--- config.mk ---
export PLATFORM = sky130hd
export DESIGN_NAME = uart_tx_arbiter
export DESIGN_NICKNAME = d
export VERILOG_FILES = /design/src/rtl/uart_tx_arbiter.sv
export SDC_FILE = /design/constraint.sdc
export NUM_CORES = 1
export LEC_CHECK = 0
export ABC_AREA = 1
export CORE_AREA = 2 2 39 41
export CTS_BUF_LIST = sky130_fd_sc_hd__clkbuf_16
export DETAILED_ROUTE_END_ITERATION = 10
export DIE_AREA = 0 0 41 43
export DONT_BUFFER_PORTS = 1
export PLACE_DENSITY = 0.76
export SKIP_LAST_GASP = 1
export SLEW_MARGIN = 10
export SYNTH_ARGS = -nofsm -noshare
export SYNTH_HDL_FRONTEND = slang
export SYNTH_SLANG_ARGS = --single-unit
--- constraint.sdc ---
create_clock -name clk -period 3 [get_ports clk]
set_input_delay 0.3 -clock clk [delete_from_list [all_inputs] [get_ports clk]]
set_output_delay 0.3 -clock clk [all_outputs]
set_load 0.02 [all_outputs]
--- src/rtl/uart_tx_arbiter.sv ---
// uart_tx_arbiter: round-robin, message-locked arbiter sharing one UART transmitter; optional stall timeout under UART_ARB_TIMEOUT_EN
module uart_tx_arbiter #(
  parameter int NUM_SRC = 4,
  parameter int DATA_BITS = 8,
  parameter int TIMEOUT_CYCLES = 1000000
) (
  input  logic                         clk,
  input  logic                         areset,
  input  logic [NUM_SRC-1:0]           s_axis_tvalid,
  output logic [NUM_SRC-1:0]           s_axis_tready,
  input  logic [NUM_SRC*DATA_BITS-1:0] s_axis_tdata,
  input  logic [NUM_SRC-1:0]           s_axis_tlast,
  output logic                         m_axis_tvalid,
  input  logic                         m_axis_tready,
  output logic [DATA_BITS-1:0]         m_axis_tdata,
  output logic                         grant_valid,
  output logic [$clog2(NUM_SRC)-1:0]   grant_idx,
  output logic                         timeout_pulse
);
  localparam int IW = $clog2(NUM_SRC);
  typedef enum logic {IDLE, LOCKED} state_t;
  state_t state, state_nx;
  logic [IW-1:0] grant_nx, pick, idx;
  logic g_valid, g_last, expire;

  if (NUM_SRC < 2 || TIMEOUT_CYCLES < 2) begin : g_param_check
    $error("uart_tx_arbiter: NUM_SRC and TIMEOUT_CYCLES must both be >= 2");
  end

  // Search upward from the last grant; the last winner is visited last so it ends up lowest priority
  always_comb begin
    pick = grant_idx;
    idx = grant_idx;
    for (int k = NUM_SRC; k >= 1; k--) begin
      idx = IW'((int'(grant_idx) + k) % NUM_SRC);
      if (s_axis_tvalid[idx]) pick = idx;
    end
  end

  // Zero-latency pass-through of the granted source; everyone else sees no ready
  always_comb begin
    s_axis_tready = '0;
    m_axis_tdata = '0;
    g_valid = 1'b0;
    g_last = 1'b0;
    for (int i = 0; i < NUM_SRC; i++)
      if (IW'(i) == grant_idx) begin
        m_axis_tdata = s_axis_tdata[i*DATA_BITS +: DATA_BITS];
        g_valid = s_axis_tvalid[i];
        g_last = s_axis_tlast[i];
        s_axis_tready[i] = (state == LOCKED) && m_axis_tready;
      end
  end

  assign grant_valid = state == LOCKED;
  assign m_axis_tvalid = grant_valid && g_valid;

  // Lock onto the selected source, release on its tlast handshake or a stall timeout
  always_comb begin
    state_nx = state == IDLE ? (|s_axis_tvalid ? LOCKED : IDLE)
                             : ((g_valid && m_axis_tready && g_last) || expire ? IDLE : LOCKED);
    grant_nx = (state == IDLE && |s_axis_tvalid) ? pick : grant_idx;
  end

  // State and grant registers; reset aims the grant at the last source so source 0 wins first
  always_ff @(posedge clk or posedge areset)
    if (areset) begin
      state <= IDLE;
      grant_idx <= IW'(NUM_SRC - 1);
    end else begin
      state <= state_nx;
      grant_idx <= grant_nx;
    end

`ifdef UART_ARB_TIMEOUT_EN
  localparam int CW = $clog2(TIMEOUT_CYCLES);
  logic [CW-1:0] stall_cnt;
  assign expire = (state == LOCKED) && !g_valid && (stall_cnt == CW'(TIMEOUT_CYCLES - 1));
  assign timeout_pulse = expire;

  // Count idle cycles of the granted source; any valid, a release, or being outside LOCKED clears it
  always_ff @(posedge clk or posedge areset)
    if (areset) stall_cnt <= '0;
    else stall_cnt <= (state != LOCKED || g_valid || expire) ? '0 : stall_cnt + 1'b1;
`else
  assign expire = 1'b0;
  assign timeout_pulse = 1'b0;
`endif
endmodule

Word level (Yosys, flattened, before mapping)
Cells that the tools add are included.
Storage, ports and cells
  output and inout port bits: 17
  register bits after elaboration: 3
  logic and storage cells: 54
  bits of input ports: 43
Operators by class
  add/sub/neg operators: 4
  reductions and logical operators: 9
  mux-type cells: 31
  eq/ne operators: 3
  order comparisons: 4
  bitwise operators: 1
Operators with widths (count)
  two-way mux 8 bit: 4
  two-way mux 1 bit: 19
  less-than comparator 2 x 3 -> 1 bit (second input constant): 4
  binary-select mux 1 bit (select 2 bit): 4
  two-way mux 2 bit: 4
  logical AND 1 bit: 5
  adder 2 x 1 -> 2 bit (second input constant): 2
  adder 2 bit (second input constant): 2
  == test 2 bit (first input constant): 2
  nonzero test 4 bit: 1
  OR reduction 4 bit: 1
  == test 1 x 2 -> 1 bit (first input constant): 1
  zero test 2 bit: 1
  AND reduction 2 bit: 1
  NOT 1 bit: 1

Depth between registers and ports, before layout
  depth in word-level cells: 9
  gate-level depth with buffers: 11
  gate-level depth less buffers: 10

Worst setup path after synthesis
OpenSTA, ideal clock, no wires.
  path kind: register -> output
  start point: register grant_idx[0]
  end point: output m_axis_tdata[0]
  stages on the path, launching flop included: 8
  setup slack: 0.910 ns
  buffers on the path: 2
  data required time: 2.700 ns
  data arrival time: 1.790 ns
  cells stage by stage: dfstp_2 buf_6 inv_6 ha_1 inv_1 buf_2 o21ai_0 o21ai_0
Between the ends
  word-level cells in the longest chain between the ends: 5
  elaborated cells between the ends (all ways): 8
Ends and longest elaborated chain
  from (decl): RTL line 17  | output logic [$clog2(NUM_SRC)-1:0] grant_idx,
  from (signal assigned): RTL line 69  | grant_idx <= IW'(NUM_SRC - 1);
  from (signal assigned): RTL line 72  | grant_idx <= grant_nx;
  zero test 2 bit: RTL line 47  | if (IW'(i) == grant_idx) begin
  two-way mux 8 bit (3 in a row): RTL line 47
  two-way mux 8 bit (*): RTL line 47
  to (decl): RTL line 15  | output logic [DATA_BITS-1:0] m_axis_tdata,
Mark *: on every way between the ends. The rest lies on a longest branch, timed or not.

Worst setup path in the final report
  start point: register grant_idx[1]
  end point: output m_axis_tdata[4]
Same word-level chain as after synthesis.

==> metrics <==
Hold Crit Class in2reg; H-tree depth 1; Die Width 41 um; number of global-route vias before repair 759; Hold Fails Final Rpt 0; DIE AREA 1760 um2; cells after synthesis 137; first-pass GRT wire length 2.90 mm; commonest non-fill, non-tap cells in the layout nand2_1 (46), inv_1 (14), o21ai_0 (14); P_int 555 uW; Primary FF master, synth dfstp_2; post-placement setup slack 0.775 ns; Seq cells post-synth 3; power share of the combinational group 71.6%; Total Routing Usage GR 23.4%; # Post-CTS Setup Buffers 0; met3 wire len 164 um; met1 wire length 739 um; most common library cell in the layout ignoring fill and taps nand2_1; Switch Pwr 654 uW; status complete, no violations; Worst Clk Skew 0.00381 ns; Worst-path clk slew 0.03 ns; Final Instance Area 887 um2; CP Max Fanout 11; cts repair resizes 0; critical path class reg2out; DP Area 798 um2; Leak Pwr 0.455 nW; WL final 1.98 mm; setup slack after layout 0.526 ns; Max-slew headroom 62.2%; Switching Fraction 54.1%; # DRC 0; final setup fails 0; gpl congestion 0.863; HPWL Detailed 1.60 mm; Die Ht 43 um; startpoint type of the worst setup path flop; pin count of the biggest net entering global routing 21; Top Metal Used met4; Mapped Nets 184; fill count 141; Ys Warns 0; Critical Path RT 2.70 ns; TritonCTS clock tree built; setup TNS 0 ns; total grt overflow 0; Post-DRT Antenna Nets 0; Final Slew Violations 0; CTS buffer count 3; Power Dens Cells 1360 nW/um2; via count 857; Initial Util 55.4%; Post-Syn Area 767 um2; Avg Cell Area, Syn 5.60 um2; # clock sinks 3; part of the Yosys area used for sequential elements 10.1%; Max IR drop VDD 791 uV; Buffers on Ports 0; Netlist cell types 26; core area 1380 um2; drt pass-1 iters 4; RSZ-0062 raised after global routing no; vias per inst 5.39; # diodes 0; Routed WL per cell 12.4 um; Area Overhead vs Synth 15.7%; sequential power share 10.8%; max-cap violations 0; crit path time final 2.47 ns; WP data arrival 2.17 ns; clock insertion delay at the later pin of the skew report 0.23 ns; fin crit share 82.5%; layout net count 191; met2 routed WL 1.05 mm; CP endpoint kind output pin; EDFF count, synth 0; FP Rows 14; worst-margin pin slew 0.567 ns; Initial DRC Count 18; share of cells above drive strength 1 22.4%; root buffer cell clkbuf_16; share of total power in the clock network 17.6%; Hold Buf Count CTS 1; number of top-level pins 60; FFs w/ async S/R, synth 100%; Bufs on Longest Clock Path 2; fmax 0.404 GHz; initial antenna violation count 0
## cell usage after synthesis (all sizes together) (2+ instances only)
library cell / n / area (um2)
a21oi: 12 / 60.1
buf: 6 / 45.0
dfstp: 2 / 52.6
ha: 4 / 50.1
inv: 16 / 70.1
nand2: 55 / 229
nand3: 7 / 50.1
nor2: 9 / 43.8
o21a: 2 / 15.0
o21ai: 18 / 93.8
## power by group through the flow
stage / logic, mW / clock network [mW] / registers, mW
after global routing: 0.981 / 0.217 / 0.136
final: 0.866 / 0.213 / 0.130
after floorplan: 0.705 / 0 / 0.108
after global placement: 0.843 / 0 / 0.130
after CTS: 0.870 / 0.214 / 0.131
after detailed placement: 0.866 / 0 / 0.131
## flip-flops by register name, indices dropped and copies added, names as in the netlist
name         cells
grant_idx        2
grant_valid      1
## critical path: stages, from the launching register on
cell and delay [ns]:
dfstp_2 0.65, inv_1 0.12, ha_1 0.37, nor2_4 0.26, nand2_1 0.07, nand2_1 0.06
o21ai_0 0.07, o21ai_0 0.17, buf_4 0.17
## cell type report
class | count | area [um2] | area share (%)
multi-input combinational | 111 | 571 | 64.3
sequential | 3 | 77.6 | 8.74
clock buffer | 3 | 75.1 | 8.46
timing repair buffer | 9 | 70.1 | 7.90
inverter | 16 | 70.1 | 7.90
tap | 16 | 20.0 | 2.26
clock inverter | 1 | 3.75 | 0.423
## layer usage
| metal | vias to the layer above | track usage [%] |
|---|---|---|
| li1 | 445 | - |
| met1 | 367 | 23.1 |
| met2 | 43 | 45.0 |
| met3 | 2 | 2.62 |
| met4 | 0 | 8.00 |
| met5 | - | 0 |
## path summary, 6_finish.rpt
path | startpoint | end | slack [ns] | depth (start not counted)
setup / recovery | grant_idx[1]$_DFFE_PP1P_ | m_axis_tdata[4] | 0.53 | 8
hold / removal | s_axis_tvalid[1] | grant_valid$_DFF_PP0_ | 0.33 | 3
setup reg to reg | grant_idx[0]$_DFFE_PP1P_ | grant_valid$_DFF_PP0_ | 0.99 | 7
hold reg to reg | grant_idx[1]$_DFFE_PP1P_ | grant_idx[1]$_DFFE_PP1P_ | 0.57 | 2
max in group asynchronous | areset | grant_idx[0]$_DFFE_PP1P_ | 2.40 | 2
min in group asynchronous | areset | grant_valid$_DFF_PP0_ | 0.38 | 2
## kinds of logic after synthesis
logic type               Yosys count  synth area share (%)
adder cells (fa/ha/maj)            4                  6.53
AO/OA/AOI/OAI                     34                  24.5
buffers and inverters             23                  15.5
other                              1                 0.489
AND/OR/NAND/NOR                   72                  42.9
flip-flops                         3                  10.1
## metrics by stage
stage / utilization [%] / cells / hold slack (ns) / total power, mW
after CTS: 64.1 / 159 / 0.323 / 1.21
after global placement: 57.7 / 154 / 0.0602 / 0.973
after floorplan: - / 137 / 0.0522 / 0.813
after global routing: 64.1 / 159 / 0.339 / 1.33
final: 64.1 / 159 / 0.326 / 1.21
after detailed placement: 57.7 / 154 / 0.0603 / 0.997
Power figures use the tool's default switching activity.
